--- src/rtl/fetch_pkg.sv ---
// Shared definitions for the fetch sequencer: FSM state encoding and the
// default values of the reset PC and the halt instruction word.
package fetch_pkg;

  typedef enum logic [1:0] {
    IDLE = 2'd0,
    RUN  = 2'd1,
    HALT = 2'd2
  } fetch_state_e;

  localparam logic [15:0] HALT_WORD_DEF = 16'h0000;
  localparam logic [7:0]  RESET_PC_DEF  = 8'h00;

endpackage

--- src/rtl/fetch_unit_next_pc_sel.sv ---
// next_pc_sel: combinational next-PC priority mux.
//   pc             in   current PC
//   jump           in   absolute jump request (highest priority)
//   jump_target    in   absolute jump address
//   branch_taken   in   taken branch request
//   branch_offset  in   two's-complement offset relative to pc+1
//   pc_plus1       out  pc+1, wrapping modulo 2^ADDR_W
//   branch_target  out  pc+1+branch_offset, wrapping modulo 2^ADDR_W
//   next_pc        out  selected next PC
module next_pc_sel #(
  parameter int ADDR_W = 8
) (
  input  logic [ADDR_W-1:0] pc,
  input  logic              jump,
  input  logic [ADDR_W-1:0] jump_target,
  input  logic              branch_taken,
  input  logic [ADDR_W-1:0] branch_offset,
  output logic [ADDR_W-1:0] pc_plus1,
  output logic [ADDR_W-1:0] branch_target,
  output logic [ADDR_W-1:0] next_pc
);

  // Truncating adds give the modulo-2^ADDR_W wrap; a negative offset is just
  // its two's-complement bit pattern added in.
  always_comb begin
    pc_plus1      = pc + {{(ADDR_W-1){1'b0}}, 1'b1};
    branch_target = pc_plus1 + branch_offset;
    next_pc       = pc_plus1;
    if (jump) begin
      next_pc = jump_target;
    end else if (branch_taken) begin
      next_pc = branch_target;
    end
  end

endmodule

--- src/rtl/fetch_unit.sv ---
// fetch_unit: PC register and fetch sequencer for the single-cycle core.
// Drives the instruction memory with the PC, forwards the fetched word to the
// decoder with a valid flag, selects the next PC, stops on the halt word and
// counts retired instructions (saturating).
//   clk            in   system clock, rising edge
//   rst            in   asynchronous active-high reset
//   start          in   leave IDLE, or restart from HALT
//   stall          in   hold PC and suppress retire this cycle
//   imem_addr      out  instruction memory address (= pc)
//   imem_data      in   combinational instruction memory read data
//   instr          out  word to decoder (= imem_data)
//   instr_valid    out  instr executes this cycle
//   pc             out  PC register
//   pc_plus1       out  pc+1 modulo 2^ADDR_W
//   jump           in   absolute jump request
//   jump_target    in   absolute jump address
//   branch_taken   in   resolved taken branch
//   branch_offset  in   branch offset relative to pc+1
//   halted         out  core stopped in HALT
//   retired        out  executed instruction count, saturating at 16'hFFFF
//
// state | meaning
// IDLE  | after reset; PC at RESET_PC, waiting for start
// RUN   | fetching and executing one instruction per cycle
// HALT  | halt word seen; PC frozen until start
module fetch_unit
  import fetch_pkg::*;
#(
  parameter int                 ADDR_W    = 8,
  parameter int                 INSTR_W   = 16,
  parameter logic [ADDR_W-1:0]  RESET_PC  = RESET_PC_DEF,
  parameter logic [INSTR_W-1:0] HALT_WORD = HALT_WORD_DEF
) (
  input  logic               clk,
  input  logic               rst,
  input  logic               start,
  input  logic               stall,
  output logic [ADDR_W-1:0]  imem_addr,
  input  logic [INSTR_W-1:0] imem_data,
  output logic [INSTR_W-1:0] instr,
  output logic               instr_valid,
  output logic [ADDR_W-1:0]  pc,
  output logic [ADDR_W-1:0]  pc_plus1,
  input  logic               jump,
  input  logic [ADDR_W-1:0]  jump_target,
  input  logic               branch_taken,
  input  logic [ADDR_W-1:0]  branch_offset,
  output logic               halted,
  output logic [15:0]        retired
);

  fetch_state_e      state_q, state_d;
  logic [ADDR_W-1:0] pc_q, pc_d;
  logic [15:0]       retired_q, retired_d;

  logic [ADDR_W-1:0] next_pc;
  logic [ADDR_W-1:0] branch_target;
  logic              is_halt_word;

  next_pc_sel #(.ADDR_W(ADDR_W)) u_next_pc_sel (
    .pc            (pc_q),
    .jump          (jump),
    .jump_target   (jump_target),
    .branch_taken  (branch_taken),
    .branch_offset (branch_offset),
    .pc_plus1      (pc_plus1),
    .branch_target (branch_target),
    .next_pc       (next_pc)
  );

  assign is_halt_word = (imem_data == HALT_WORD);

  always_comb begin
    state_d     = state_q;
    pc_d        = pc_q;
    retired_d   = retired_q;
    instr_valid = 1'b0;
    case (state_q)
      IDLE: begin
        pc_d = RESET_PC;
        if (start) begin
          state_d = RUN;
        end
      end
      RUN: begin
        // The halt word outranks stall so it is never marked valid; start is
        // deliberately not looked at here.
        if (is_halt_word) begin
          state_d = HALT;
        end else if (!stall) begin
          instr_valid = 1'b1;
          pc_d        = next_pc;
          if (retired_q != 16'hFFFF) begin
            retired_d = retired_q + 16'd1;
          end
        end
      end
      HALT: begin
        if (start) begin
          pc_d      = RESET_PC;
          retired_d = 16'd0;
          state_d   = RUN;
        end
      end
      default: begin
        state_d = IDLE;
        pc_d    = RESET_PC;
      end
    endcase
  end

  always_ff @(posedge clk or posedge rst) begin
    if (rst) begin
      state_q   <= IDLE;
      pc_q      <= RESET_PC;
      retired_q <= 16'd0;
    end else begin
      state_q   <= state_d;
      pc_q      <= pc_d;
      retired_q <= retired_d;
    end
  end

  assign pc        = pc_q;
  assign imem_addr = pc_q;
  assign instr     = imem_data;
  assign halted    = (state_q == HALT);
  assign retired   = retired_q;

  // branch_target is exported by the mux for visibility; only next_pc is used.
  logic unused_ok;
  assign unused_ok = ^branch_target;

endmodule
--- config.mk ---
export PLATFORM = sky130hd
export DESIGN_NAME = fetch_unit
export DESIGN_NICKNAME = d
export VERILOG_FILES = /design/src/rtl/fetch_pkg.sv /design/src/rtl/fetch_unit_next_pc_sel.sv /design/src/rtl/fetch_unit.sv
export SDC_FILE = /design/constraint.sdc
export NUM_CORES = 1
export LEC_CHECK = 0
export CORE_ASPECT_RATIO = 1.25
export CORE_MARGIN = 2
export CORE_UTILIZATION = 38
export CTS_CLUSTER_DIAMETER = 50
export DETAILED_ROUTE_END_ITERATION = 7
export HOLD_SLACK_MARGIN = 0.12
export PLACE_DENSITY = 0.82
export SYNTH_ARGS = -nofsm -noshare
export SYNTH_HDL_FRONTEND = slang
export SYNTH_SLANG_ARGS = --single-unit
--- constraint.sdc ---
create_clock -name clk -period 2.5 [get_ports clk]
set_clock_uncertainty 0.2 [all_clocks]
set_input_delay 0.25 -clock clk [delete_from_list [all_inputs] [get_ports clk]]
set_output_delay 0.25 -clock clk [all_outputs]
set_load 0.005 [all_outputs]
# ---- After elaboration in Yosys (flattened, before gate mapping)
# Cells that the tools add are included.
dict set report totals {
  regBits 26
  input_bits 38
  output_inout_bits 58
  word_cells 39
}
dict set report classes {
  n_addsub 3
  n_mux 17
  n_reduce_logical 7
  eq_ne 9
}
# op n
set ops {}
lappend ops {{16-bit 2-to-1 mux} 4}
lappend ops {{8-bit 2-to-1 mux} 5}
lappend ops {{16-bit one-hot mux with 2 select lines} 1}
lappend ops {{16-bit by 1-bit adder with 16-bit output (second input constant)} 1}
lappend ops {{16-bit logical NOT} 1}
lappend ops {{16-bit != test (second input constant)} 1}
lappend ops {{8-bit one-hot mux with 2 select lines} 1}
lappend ops {{2-bit != test (second input constant)} 5}
lappend ops {{8-bit by 1-bit adder with 8-bit output (second input constant)} 1}
lappend ops {{8-bit adder} 1}
lappend ops {{5-bit AND reduction} 1}
lappend ops {{2-bit 2-to-1 mux} 2}
lappend ops {{2-bit one-hot mux with 2 select lines} 1}
lappend ops {{1-bit 2-to-1 mux} 3}
lappend ops {{3-bit AND reduction} 1}
lappend ops {{2-bit by 1-bit equality test with 1-bit output (second input constant)} 1}
lappend ops {{2-bit equality test (second input constant)} 1}
lappend ops {{2-bit logical NOT} 1}
lappend ops {{2-bit by 1-bit != test with 1-bit output (second input constant)} 1}
lappend ops {{2-bit AND reduction} 1}
lappend ops {{2-bit nonzero test} 1}
lappend ops {{2-bit OR reduction} 1}

# ---- Longest topological paths before layout
# Gate-level depths: netlist of the first run.
dict set report logic_depth {
  ltp_word 7
  mapped_depth 11
  ltp_nobuf 11
}

# ---- Hierarchy
# From an unflattened synthesis of the first run, not the netlist that was laid out.
dict set report hier_totals {
  hier_cells 269
  area_unflattened_um2 2283.4
}
# mod seq_area_each_um2 n_inst cells_each area_each_um2
set modules_own_cells {}
lappend modules_own_cells {fetch_unit 650.6 1 171 1615.3}
lappend modules_own_cells {next_pc_sel 0.0 1 98 668.1}

# ---- Worst setup path before layout of the first run
# No wires, ideal clock.
dict set report synth_timing {
  path_kind {flip-flop to flip-flop}
  from {register pc_q[0] (netlist: imem_addr[0])}
  to {register pc_q[7] (netlist: imem_addr[7])}
  path_stages_with_launch 12
  slack_ns -0.225
  t_required_ns 2.178
  synth_period_minus_slack_ns 2.725
  t_arrival_ns 2.403
  path_buffers 0
  setup_ns 0.122
  cell_sequence {dfrtp_1 -> ha_1 -> nand3_1 -> nor2_1 -> xor2_1 -> ha_1 -> nand2_1 -> a211o_1 -> a211o_1 -> mux2_2 -> a41oi_1 -> o21ai_1}
}
dict set report synth_between {
  elab_chain_len 7
}
# element line_no
set synth_rtl {}
lappend synth_rtl {{from (decl)} fetch_unit.sv:53} ;# logic [ADDR_W-1:0] pc_q, pc_d;
lappend synth_rtl {{from (signal assigned)} fetch_unit.sv:119} ;# pc_q <= pc_d;
lappend synth_rtl {{8-bit by 1-bit adder with 8-bit output} fetch_unit_next_pc_sel.sv:26} ;# pc_plus1 = pc + {{(ADDR_W-1){1'b0}}, 1'b1};
lappend synth_rtl {{via pc_plus1[6]} fetch_unit.sv:43} ;# output logic [ADDR_W-1:0] pc_plus1,
lappend synth_rtl {{8-bit adder} fetch_unit_next_pc_sel.sv:27} ;# branch_target = pc_plus1 + branch_offset;
lappend synth_rtl {{8-bit 2-to-1 mux} fetch_unit_next_pc_sel.sv:31} ;# end else if (branch_taken) begin
lappend synth_rtl {{8-bit 2-to-1 mux} fetch_unit_next_pc_sel.sv:29} ;# if (jump) begin
lappend synth_rtl {{8-bit 2-to-1 mux} fetch_unit.sv:90} ;# end else if (!stall) begin
lappend synth_rtl {{8-bit 2-to-1 mux} fetch_unit.sv:88} ;# if (is_halt_word) begin
lappend synth_rtl {{8-bit one-hot mux with 2 select lines} fetch_unit.sv:78} ;# case (state_q)
# The timed path passes the listed nets, and every way through them passes these cells. The select of a mux whose other input is x is not followed.
# A chain may end at the register's enable or synchronous reset.

# ---- Worst setup path in the final report of the first run
dict set report layout_timing {
  from {register pc_q[1] (netlist: imem_addr[1])}
  to {register pc_q[7] (netlist: imem_addr[7])}
}
dict set report layout_between {
  elab_chain_len 7
}
# element line_no
set layout_rtl {}
lappend layout_rtl {{8-bit by 1-bit adder with 8-bit output *} fetch_unit_next_pc_sel.sv:26}
lappend layout_rtl {{8-bit adder} fetch_unit_next_pc_sel.sv:27}
lappend layout_rtl {{8-bit 2-to-1 mux *} fetch_unit_next_pc_sel.sv:31}
lappend layout_rtl {{8-bit 2-to-1 mux *} fetch_unit_next_pc_sel.sv:29}
lappend layout_rtl {{8-bit 2-to-1 mux *} fetch_unit.sv:90}
lappend layout_rtl {{8-bit 2-to-1 mux *} fetch_unit.sv:88}
lappend layout_rtl {{8-bit one-hot mux with 2 select lines *} fetch_unit.sv:78}
# Mark *: on every way between the ends. The rest lies on a longest branch, timed or not. The select of a mux whose other input is x is not followed.

==> run_results.csv, run 1 <==
group,metric,value,unit
finish,syn_to_final_growth,59.8,%
sta,rsz0062_at_grt,"true",
power,power_per_cell_area,656,nW/um2
clocking,clockBufferDepth,2,
sta,whs,0.125,ns
floorplan,start_util,39.3,%
critical_path,crit_required,2.47,ns
critical_path,crit_family,"compound AO/OA/AOI/OAI gates",
sta,worstMarginPinSlew,0.422,ns
sta,final_hold_viol_count,0,
drt,vias,2201,
power,p_int,1.49,mW
grt,grt_max_degree,27,
synthesis,ys_warn_count,0,
power,switching_power,0.749,mW
power,peakVddDrop,0.413,mV
clocking,path_clk_slew,0.09,ns
synthesis,synth_cells,247,
critical_path,path_max_fanout,3,
critical_path,crit_path_start_kind,"flip-flop",
sta,slew_violations,0,
finish,final_cell_mix,"clkdlybuf4s50_1 (94), buf_4 (38), nand2_1 (26)",
clocking,clk_latency,0.28,ns
grt,grt_pass1_vias,2148,
placed_design,dpl.hpwl,4910,um
sta,min_period,2.62,ns
floorplan,ioPinCount,96,
synthesis,synth-async-reset-ratio,100,%
drt,drc,0,
sta,max_slew_margin,71.6,%
synthesis,synth_fp_nets,295,
placed_design,port_buffers,95,
critical_path,critPathBufInv,0,
drt,drtAntennaViolNets,0,
power,p_clk_share,15.5,%
floorplan,fp.dieH,87.9,um
floorplan,die_w,71.1,um
grt,grt_overflow,0,
status,violations,"negative setup slack",
grt,grt_pass1_wl,9930,um
synthesis,synthFlopType,"dfrtp_1",
critical_path,worstSetupPathType,"reg -> reg",
clocking,cts_tree,"built",
sta,setup_viol,1,
power,swShare,33.4,%
drt,vias_per_cell,5.27,
critical_path,critPathMaxStageDelay,0.41,ns
clocking,cts-buffers-inserted,3,
synthesis,ys_types,54,
synthesis,synth.avg_cell_area,8.66,um2
drt,finalWirelength,6310,um
drt,drtPass1Iterations,4,
drt,wl_per_cell,15.1,um
sta,final.period_utilization,105,%
placed_design,dp_slack,-0.211,ns
clocking,cts.sinks,26,
sta,final.setup.worst_slack,-0.115,ns
flow_run,drv_cap,0,
clocking,cts_root_buf,"clkbuf_8",
critical_path,path_common_cell,"a211o_1",
grt,antenna_found_initial,0,
sta,max_freq,382,MHz
drt,drt-initial-drc-count,131,
critical_path,worstPathCellList,"ha_4, nand3_4, nor2_2, xor2_1, ha_1, nand2_1, a211o_1, a211o_1, mux2_4, a41oi_2, o21ai_1",
hold_path,worstHoldPathType,"in -> async",
grt,gr-usage-all-layers,19.7,%
synthesis,syn_area,2140,um2
floorplan,core,5440,um2
synthesis,synth-edff-count,0,
floorplan,placementRows,30,
clocking,hold_buffers,0,
power,finalPower,2.24,mW
synthesis,yosysSeqAreaShare,30.4,%
floorplan,die_area,6250,um2
synthesis,ys_ff_latch,26,
finish,nets,403,
finish,final_layout_size_suffix_gt1_share,20.6,%
finish,mostFrequentLayoutCell,"clkdlybuf4s50_1",
power,power.leakage,1.46,nW
power,seqPwrFrac,27.4,%
placed_design,place.gp.congestion,0.884,
power,p_comb_share,57.0,%
critical_path,cp-end-kind,"flip-flop",
finish,diodes,0,
status,status,"finished with violations",
clocking,htreeDepth,1,
critical_path,arrival,2.59,ns
critical_path,slowest_stage,"dfrtp_1",
==> kinds of logic after synthesis <==
family / after synthesis / share of synthesized area [%]
and+or+nand+nor: 94 / 23.7
buffers and inverters: 44 / 12.4
AOI/OAI and AO/OA: 53 / 18.0
DFF: 26 / 30.4
xor gates and xnor gates: 15 / 6.78
muxes: 5 / 2.51
adders and majority gates: 10 / 6.20
==> worst register-to-register path: cells and delay by family, from the launching register on <==
kind | cells | cell delay (ns)
xor gates and xnor gates | 1 | 0.23
muxes | 1 | 0.27
AOI/OAI and AO/OA | 4 | 0.71
and+or+nand+nor | 3 | 0.28
DFF | 1 | 0.41
adders and majority gates | 2 | 0.41
==> routing by layer <==
metal,global-route usage (%),share of wire [%]
met1,24.2,40
met2,35.9,53
met3,2.65,5.9
met4,6.00,0.94
met5,0,0
==> registers in the layout, summed over array words and instances, names as in the netlist <==
register   count
imem_addr      8
retired       16
state_q        2
==> through the flow <==
step                util [%]  instance area, um2  setup TNS, ns  std cells
CTS                     61.5                3350         -0.111        415
detailed placement      59.1                3220         -0.503        408
global route            62.8                3420         -0.360        418
global placement        59.1                3220         -0.306        408
finish                  62.8                3420         -0.115        418
floorplan                  -                2160         -0.157        247
==> power groups by stage <==
stage / logic [mW] / registers [mW] / clock network, mW
2_1_floorplan: 0.549 / 0.616 / 0
4_1_cts: 1.22 / 0.613 / 0.359
3_5_place_dp: 1.18 / 0.614 / 0
5_1_grt: 1.39 / 0.635 / 0.377
3_3_place_gp: 1.15 / 0.611 / 0
6_report: 1.28 / 0.615 / 0.349
==> Yosys cell counts, drive strengths merged, types with 2 or more instances <==
cell type  instances  share of area [%]
buf               27                9.4
dfrtp             26                 30
o21ai              9                2.1
a21oi             14                3.8
nand2             26                4.6
nor2b              4                1.2
a21boi             2               0.70
nor2              19                3.5
o31ai              5                2.4
inv               14                2.5
a211o              3                1.2
or4                2               0.70
mux2               3                1.6
clkbuf             3               0.53
and2               3               0.88
nand3             10                2.6
nand4              9                2.9
or3                3               0.88
and3               2               0.58
nor4               7                2.6
o21a               2               0.70
o311ai             2               0.82
o41ai              2               0.82
and4               2               0.82
xnor2              7                2.9
ha                 9                5.3
o211ai             3                1.1
nand2b             5                1.8
xor2               7                2.9
a211oi             2               0.70
mux2i              2               0.94
==> repair_timing <==
| item | CTS | global route |
|---|---|---|
| endpoints found under the setup margin | 5 | 6 |
| gates cloned | 0 | 0 |
| setup buffers | 3 | 3 |
| resized for setup | 11 | 9 |
| pin swaps | 9 | 7 |
==> path summary, 6_finish.rpt <==
check	slack, ns	to	from	depth (start not counted)
max reg2reg	-0.12	imem_addr[7]$_DFFE_PP0P_	imem_addr[1]$_DFFE_PP0P_	11
min in group clk	0.35	retired[0]$_DFFE_PP0P_	retired[0]$_DFFE_PP0P_	1
max in group asynchronous	1.70	imem_addr[2]$_DFFE_PP0P_	rst	3
min reg2reg	0.35	retired[0]$_DFFE_PP0P_	retired[0]$_DFFE_PP0P_	1
min	0.13	imem_addr[3]$_DFFE_PP0P_	rst	3
max	-0.12	imem_addr[7]$_DFFE_PP0P_	imem_addr[1]$_DFFE_PP0P_	11
==> final cells by class <==
| cell class | instances | area (um2) |
|---|---|---|
| Clock inverter | 1 | 30.0 |
| Sequential cell | 26 | 653 |
| Timing Repair Buffer | 133 | 1230 |
| Clock buffer | 3 | 41.3 |
| Inverter | 14 | 52.6 |
| Multi-Input combinational cell | 177 | 1330 |
| Tap cell | 64 | 80.1 |
| Fill cell | 477 | 2020 |
Note: power is estimated with default switching activity, not from simulation.
==> inputs of run 2 (changes only) <==
--- a/config.mk
+++ b/config.mk
@@ -12,6 +12,8 @@
 export DETAILED_ROUTE_END_ITERATION = 7
 export HOLD_SLACK_MARGIN = 0.12
 export PLACE_DENSITY = 0.82
+export RECOVER_POWER = 100
+export SLEW_MARGIN = 10
 export SYNTH_ARGS = -nofsm -noshare
 export SYNTH_HDL_FRONTEND = slang
 export SYNTH_SLANG_ARGS = --single-unit
==> run 2 against run 1 <==
  * The flow still finishes with violations (negative setup slack)
  * Combinational power down 4%
  * Setup slack worse by 0.0032 ns
  * Total power down 2.5%
  * Clock power about the same
  * Maximum frequency down 0.12%
  * Final area down 0.92%
  * Sequential share of layout area up 0.18 points
  * Final cell count unchanged
  * First-iteration DRC count up 21%
==> run_results.csv, run 2 (synthesis gave the netlist of run 1 again) <==
group,metric,value,unit
finish,final_core_utilization,62.2,%
drt,drt-initial-drc-count,159,
finish,nets,403,
drt,drtAntennaViolNets,0,
drt,wl_per_cell,15.0,um
drt,finalWirelength,6270,um
finish,final_layout_size_suffix_gt1_share,18.6,%
floorplan,placementRows,30,
grt,gr-usage-all-layers,19.7,%
critical_path,worstSetupPathType,"reg -> reg",
finish,largest_reg_flops,16,
power,swShare,33.9,%
finish,mostFrequentLayoutCell,"clkdlybuf4s50_1",
clocking,clockBufferDepth,2,
critical_path,path_common_cell,"a211o_1",
power,seqPwrFrac,27.9,%
sta,rsz0062_at_grt,"true",
drt,drc,0,
clocking,htreeDepth,1,
sta,slew_violations,0,
clocking,path_clk_slew,0.09,ns
grt,grt_pass1_wl,9930,um
placed_design,dp_slack,-0.211,ns
floorplan,fp.dieH,87.9,um
sta,min_period,2.62,ns
critical_path,slowest_stage,"dfrtp_1",
sta,finalSetupTns,-0.119,ns
power,p_int,1.44,mW
power,peakVddDrop,0.409,mV
clocking,cts_tree,"built",
placed_design,dpl.hpwl,4910,um
status,violations,"negative setup slack",
sta,worstMarginPinSlew,1.41,ns
critical_path,path_max_fanout,3,
clocking,cts_root_buf,"clkbuf_8",
critical_path,ff2ff_setup_slack,-0.12,ns
critical_path,cp-end-kind,"flip-flop",
status,status,"finished with violations",
floorplan,die_area,6250,um2
sta,whs,0.345,ns
critical_path,crit_path_start_kind,"flip-flop",
drt,vias,2207,
flow_run,drv_cap,0,
sta,max_slew_margin,6.08,%
clocking,clk_latency,0.28,ns
grt,antenna_found_initial,0,
drt,vias_per_cell,5.28,
grt,grt_max_degree,27,
finish,syn_to_final_growth,58.3,%
power,power.leakage,1.49,nW
sta,final_hold_viol_count,0,
power,p_comb_share,56.2,%
floorplan,die_w,71.1,um
sta,setup_viol,1,
placed_design,port_buffers,95,
grt,grt_overflow,0,
hold_path,worstHoldPathType,"reg -> reg",
drt,drtPass1Iterations,4,
sta,final.period_utilization,105,%
finish,final_cell_mix,"clkdlybuf4s50_1 (50), dlygate4sd3_1 (44), buf_4 (31)",
clocking,cts.sinks,26,
critical_path,critPathMaxStageDelay,0.41,ns
clocking,hold_buffers,0,
power,p_clk_share,16.0,%
critical_path,arrival,2.59,ns
finish,diodes,0,
placed_design,place.gp.congestion,0.884,
floorplan,ioPinCount,96,
grt,grt_pass1_vias,2148,
sta,max_freq,382,MHz
critical_path,worstPathCellList,"ha_4, nand3_4, nor2_2, xor2_1, ha_1, nand2_1, a211o_1, a211o_1, mux2_4, a41oi_2, o21ai_1",
critical_path,crit_required,2.47,ns
floorplan,core,5440,um2
clocking,cts-buffers-inserted,3,
power,power_per_cell_area,645,nW/um2
power,switching_power,0.741,mW
floorplan,start_util,39.3,%
sta,final.setup.worst_slack,-0.119,ns
[run 2: power by group through the flow]
stage | logic [mW] | clock network (mW) | registers (mW)
2_1_floorplan | 0.549 | 0 | 0.616
3_3_place_gp | 1.15 | 0 | 0.611
3_5_place_dp | 1.18 | 0 | 0.614
4_1_cts | 1.22 | 0.359 | 0.613
5_1_grt | 1.34 | 0.377 | 0.628
6_report | 1.23 | 0.349 | 0.609
[run 2: metal layers]
| metal | part of all wire, % | wire length (um) | vias to the layer above | track usage [%] |
|---|---|---|---|---|
| li1 | - | - | 1079 | - |
| met1 | 39 | 2470 | 1030 | 24.2 |
| met2 | 53 | 3340 | 91 | 35.9 |
| met3 | 6.3 | 396 | 7 | 2.65 |
| met4 | 1.0 | 65 | 0 | 6.00 |
| met5 | 0 | 0 | - | 0 |
[run 2: critical path, delay by kind of cell (launching register included)]
kind                       cells  cell delay [ns]
AOI/OAI and AO/OA              4             0.71
xor gates and xnor gates       1             0.24
adders and majority gates      2             0.41
DFF                            1             0.41
muxes                          1             0.27
and+or+nand+nor                3             0.28
[run 2: timing repair]
action / in CTS / in global routing
hold endpoints to repair: 0 / 0
pin swaps: 9 / 7
setup endpoints to repair: 5 / 6
resized for setup: 11 / 9
setup buffers: 3 / 3
[run 2: path summary, 6_finish.rpt]
path	start	to	cells past startpoint
hold / removal	retired[0]$_DFFE_PP0P_	retired[0]$_DFFE_PP0P_	1
setup reg to reg	imem_addr[1]$_DFFE_PP0P_	imem_addr[7]$_DFFE_PP0P_	11
max in group asynchronous	rst	imem_addr[2]$_DFFE_PP0P_	3
hold reg to reg	retired[0]$_DFFE_PP0P_	retired[0]$_DFFE_PP0P_	1
min in group asynchronous	rst	imem_addr[3]$_DFFE_PP0P_	3
setup / recovery	imem_addr[1]$_DFFE_PP0P_	imem_addr[7]$_DFFE_PP0P_	11
[run 2: cell type report]
| class | instances | area (um2) |
|---|---|---|
| Clock buffer | 3 | 41.3 |
| Clock inverter | 1 | 30.0 |
| Fill cell | 489 | 2060 |
| Inverter | 14 | 52.6 |
| Multi-Input combinational cell | 177 | 1310 |
| Sequential cell | 26 | 653 |
| Tap cell | 64 | 80.1 |
| Timing Repair Buffer | 133 | 1220 |
[run 2: metrics by stage]
step	cell area [um2]	instances	total power [mW]
finish	3390	418	2.18
floorplan	2160	247	1.17
detailed placement	3220	408	1.79
global route	3390	418	2.34
global placement	3220	408	1.76
CTS	3350	415	2.20
==> variant 1: new RTL, config.mk and constraints of run 2 <==
The parameter `INSTR_W` goes from 16 to 32.
--- a/src/rtl/fetch_unit.sv
+++ b/src/rtl/fetch_unit.sv
@@ -29,3 +29,3 @@
   parameter int                 ADDR_W    = 8,
-  parameter int                 INSTR_W   = 16,
+  parameter int                 INSTR_W   = 32,
   parameter logic [ADDR_W-1:0]  RESET_PC  = RESET_PC_DEF,
Ports: changed (resized imem_data and instr); port bits go from 96 to 128. The function was not compared with the original's and may differ.
==> variant 1 against run 2 <==
The run still ends with setup timing left; total power rose by 14%; worst setup slack worse by 7.5 ps; sequential share of layout area shrank 1.9 points; maximum frequency is 0.28% lower; global-route usage is 1.5 points higher; sequential cell count unchanged; cell area rose by 12%; largest power group unchanged; area after synthesis rose by 3.3%; non-clock buffer count is 28 higher; critical endpoint unchanged; via count up 9.1%; cell count is 7.9% higher; wire length up 15%; highest routed layer unchanged.
==> variant 1: results (changes against run 2) <==
- Detailed-placement wirelength estimate: 5580 µm (was 4910 µm)
- Worst slack at placement: -243 ps (was -211 ps)
- Number of setup violations in the final report: 4 (was 1)
- Sequential share of the synthesized area: 0.294 (was 0.304)
- Per-cell via count in the routed design: 5.34 (was 5.28)
- Placed Instances: 444 (was 408)
- Outcome: complete, but fails checks (unchanged)
- Post-Synth XOR/XNOR Area: 0.0713 (was 0.0678)
- Maximum number of pins on one net before global-route repair: 27 (unchanged)
- Top post-synthesis cells by count: buf_4 (41), dfrtp_1 (26), nor2_1 (26) (was dfrtp_1 (26), nand2_1 (26), buf_4 (24))
- Count of buffers from port buffering: 127 (was 95)
- Synthesized-area fraction occupied by ao, oa, aoi and oai cells: 0.127 (was 0.180)
- Number of cells in the finished layout apart from fillers: 451 (was 418)
- Maximum level of the CTS H-tree: 1 (unchanged)
- Proportion of layout cells with a drive suffix above 1: 0.205 (was 0.186)
- Leading cell types by total area after synthesis: dfrtp_1 (29%), buf_4 (14%), xor2_1 (5.5%) (was dfrtp_1 (30%), buf_4 (8.4%), ha_1 (5.3%))
- Multiplexer area fraction after synthesis: 0.0436 (was 0.0251)
- Wire length of the first global-routing pass: 11000 µm (was 9930 µm)
- Total GRT Usage: 0.212 (was 0.197)
- Failing checks: setup timing (unchanged)
- Static leakage: 1.62 nW (was 1.49 nW)
- Number of flip-flops under the largest register name: 16 (unchanged)
- Adder-cell share of the synthesized area: 0.0600 (was 0.0620)
- Least setup slack across all paths after layout: -126 ps (was -119 ps)
- Distinct cells, synth: 43 (was 54)
- Diode count: 0 (unchanged)
- Cell count after synthesis: 265 (was 247)
- Worst slew margin relative to its limit: 0.0155 (was 0.0608)
- Clock root cell: clkbuf_8 (unchanged)
- Post-Route WL: 7210 µm (was 6270 µm)
- Synthesized Nets: 329 (was 295)
- Data arrival time of the critical path: 2640 ps (was 2590 ps)
- Share of the synthesized area in the top cell type: 0.294 (was 0.304)
- Skew-Pair Late Insertion Delay: 260 ps (was 280 ps)
- Placer congestion estimate: 0.880 (was 0.884)
- Router iterations before antenna repair: 4 (unchanged)
- Clock transition at the registers of the reported paths: 90 ps (about the same)
- Worst VDD drop: 374 µV (was 409 µV)
- Iteration-0 DRC count of the detailed router: 153 (was 159)
- Via count of the first global-routing pass: 2420 (was 2148)
-- variant 1: cell count changes in the layout (fill, tap and decap cells not counted), sizes merged, moves of 4 or more --
cell and delta:
nand2 -7, o31ai -4, inv -5, a21oi -7
clkdlybuf4s50 +30, clkbuf -5, a211oi +4, nand3 +4
nor2 +7, xor2 +7, nor3 +8
-- variant 1: path summary, 6_finish.rpt --
kind,startpoint,end,slack [ps],depth (start not counted)
worst max register to register,imem_addr[1],imem_addr[7],-130,9
min in group asynchronous,rst,imem_addr[4],730,3
worst min register to register,state_q[0],state_q[0],320,1
worst min-delay path,state_q[0],state_q[0],320,1
max in group asynchronous,rst,imem_addr[1],410,3
worst max-delay path,imem_addr[1],imem_addr[7],-130,9
-- variant 1: critical path, stage by stage, from the launching register on --
cell	delay, ps
dfrtp_2	420
ha_4	170
nand3_4	80
xnor2_2	160
ha_2	200
or4_4	540
o221a_1	250
o21a_1	200
o31ai_2	200
a22o_1	150
-- variant 1: report_power, final --
group          switching (mW)  internal [mW]  total, mW
Clock                   0.128          0.141      0.269
Combinational           0.670          0.924       1.59
Sequential              0.123          0.502      0.626
-- variant 1: repair_timing --
item	in CTS	in global routing
buffers inserted	0	3
hold endpoints to repair	0	0
gates resized for setup	20	30
endpoints found under the setup margin	5	7
pin swaps	6	15
-- variant 1: layout make-up --
cell class / instances / area [µm²]
Inverter: 10 / 37.5
Timing Repair Buffer: 161 / 1550
Multi-Input combinational cell: 184 / 1400
Fill cell: 464 / 1920
Sequential cell: 26 / 656
Tap cell: 66 / 82.6
Clock buffer: 4 / 55.1
-- variant 1: cells by family after synthesis --
logic type	Yosys count
AO/OA/AOI/OAI	42
XOR/XNOR	18
adder cells (fa/ha/maj)	10
buffers and inverters	55
flip-flops	26
multiplexers	9
AND/OR/NAND/NOR	105
-- variant 1: stage by stage --
step | cell area, µm² | TNS, ps
after CTS | 3620 | -297
after floorplan | 2230 | -138
after detailed placement | 3490 | -704
after global routing | 3780 | -682
after global placement | 3490 | -347
final | 3780 | -309
-- variant 1: metal layers --
layer  vias to the layer above  GRT usage  part of all wire
met5                         -          0                 0
met4                         0     0.0617             0.018
met3                        14     0.0282             0.053
met2                       104      0.415              0.55
met1                      1147      0.236              0.38
li1                       1142          -                 -
==> variant 2: new RTL, config.mk and constraints of run 2 <==
Without the edit above. Make the reset (`rst`) synchronous in one clocked block. Comments in the files are not updated.
--- a/src/rtl/fetch_unit.sv
+++ b/src/rtl/fetch_unit.sv
@@ -111,3 +111,3 @@
 
-  always_ff @(posedge clk or posedge rst) begin
+  always_ff @(posedge clk) begin
     if (rst) begin
Behaviour: differs if rst is asserted again (counterexample within 4 cycles, from zero or initial values and one cycle with rst high); with rst held inactive, the same outputs for 10 cycles.
==> variant 2 against run 2 <==
The flow still finishes with violations (setup timing); sequential cell count did not move; cell area rose by 1.8%; worst setup slack better by 110 ps; critical path depth unchanged; synthesized cell count up 9.7%; first-iteration DRC count down 48%; area after synthesis grew 3.4%; die area is 3.2% higher; wire length grew 7.5%; maximum frequency grew 4.3%; highest routed layer unchanged.
Power is not compared: it rests on default switching activity, and its combinational part moved more than twofold at a synthesized area within 25%.
==> variant 2: results (changes against run 2) <==
- Outcome: complete, but fails checks (unchanged)
- Failing checks: setup timing (unchanged)
- Synthesized-area fraction occupied by ao, oa, aoi and oai cells: 0.292 (was 0.180)
- Leading cell types by total area after synthesis: dfxtp_1 (24%), buf_4 (8.8%), ha_1 (5.1%) (was dfrtp_1 (30%), buf_4 (8.4%), ha_1 (5.3%))
- Post-Route WL: 6750 µm (was 6270 µm)
- Sequential share of the synthesized area: 0.235 (was 0.304)
- Count of buffers from port buffering: 95 (unchanged)
- Top post-synthesis cells by count: buf_4 (26), dfxtp_1 (26), a21oi_1 (22), nand2_1 (22), nor2_1 (16) (was dfrtp_1 (26), nand2_1 (26), buf_4 (24))
- Total GRT Usage: 0.198 (was 0.197)
- Area delta synth->final: 55.9% (was 58.3%)
- Met2 wire len: 3590 µm (was 3340 µm)
- Wire length of the first global-routing pass: 10500 µm (was 9930 µm)
- Post-Synth XOR/XNOR Area: 0.0238 (was 0.0678)
- Multiplexer area fraction after synthesis: 0.00452 (was 0.0251)
- Worst slack on hold paths: 322 ps (was 345 ps)
- Met3 Usage GRT: 0.0293 (was 0.0265)
- Hold Startpoint: retired[12] (was retired[0])
- Data arrival time of the critical path: 2540 ps (was 2590 ps)
- Postcts setup bufs: 1 (was 3)
- Worst Path Max Fanout: 5 (was 3)
- Synthesis Warnings: 0 (unchanged)
- Cell Area, Placed: 3260 µm² (was 3220 µm²)
- Maximum number of pins on one net before global-route repair: 21 (was 27)
- Skew-Pair Late Insertion Delay: between 200 and 300 ps
- Routed met3 length: 455 µm (was 396 µm)
- Post-CTS resize count: 9 (was 11)
- Placer congestion estimate: 0.855 (was 0.884)
- Via Count: 2480 (was 2207)
- Clock root cell: clkbuf_8 (unchanged)
- Total Negative Setup Slacks: -11.7 ps (was -119 ps)
- Worst slack at placement: -38.2 ps (was -211 ps)
- Number of nets in the final layout: 414 (was 403)
- Reg-to-reg startpoint: imem_addr[1] (unchanged)
- Worst slew margin relative to its limit: 0.562 (was 0.0608)
- Distinct cells, synth: 62 (was 54)
- Met2 demand-to-capacity share in global routing: 0.379 (was 0.359)
- Filler cell count in the final layout: 503 (was 489)
- Number of setup violations in the final report: 1 (unchanged)
- Initial antenna violation count: 0 (unchanged)
- Iteration-0 DRC count of the detailed router: 82 (was 159)
- Routed len/inst: 15.7 µm (was 15.0 µm)
- Synthesized Nets: 319 (was 295)
- Via count of the first global-routing pass: 2358 (was 2148)
- Adder-cell share of the synthesized area: 0.0600 (was 0.0620)
- Met1 Use GR: 0.230 (was 0.242)
- Placed Instances: 423 (was 408)
- Router iterations before antenna repair: 4 (unchanged)
- Detailed-placement wirelength estimate: 5190 µm (was 4910 µm)
- Proportion of layout cells with a drive suffix above 1: 0.197 (was 0.186)
- Maximum level of the CTS H-tree: 1 (unchanged)
- Cell count after synthesis: 271 (was 247)
- Least setup slack across all paths after layout: -11.7 ps (was -119 ps)
- Proportion of synthesized flip-flops having asynchronous set or reset: 0 (was 1.00)
- Metal-1 WL: 2620 µm (was 2470 µm)
==> variant 2: power by group <==
group / total [mW] / internal, mW / switching, mW
combinational: 0.309 / 0.173 / 0.136
clock: 0.349 / 0.214 / 0.135
sequential: 0.428 / 0.421 / 0.00733
==> variant 2: path summary, 6_finish.rpt <==
kind / end
max: imem_addr[7]
min: retired[12]
max reg2reg: imem_addr[7]
min reg2reg: retired[12]
==> variant 2: area by class of cell <==
type / count / share of cell area
multi-input cells: 199 / 0.449
repair buffers: 124 / 0.339
flip-flops and latches: 26 / 0.153
well taps: 66 / 0.0239
inverters: 12 / 0.0145
clock buffers: 3 / 0.0120
clock inverters: 1 / 0.00871
==> variant 2: critical path, cell delays in order, from the launching register on <==
cell	delay, ps
dfxtp_2	350
buf_4	160
nand2_4	80
nor2_4	40
xor2_2	180
ha_2	210
buf_4	140
a2111oi_4	340
o21ai_2	100
a21o_1	210
a2111o_1	360
nand3_1	80
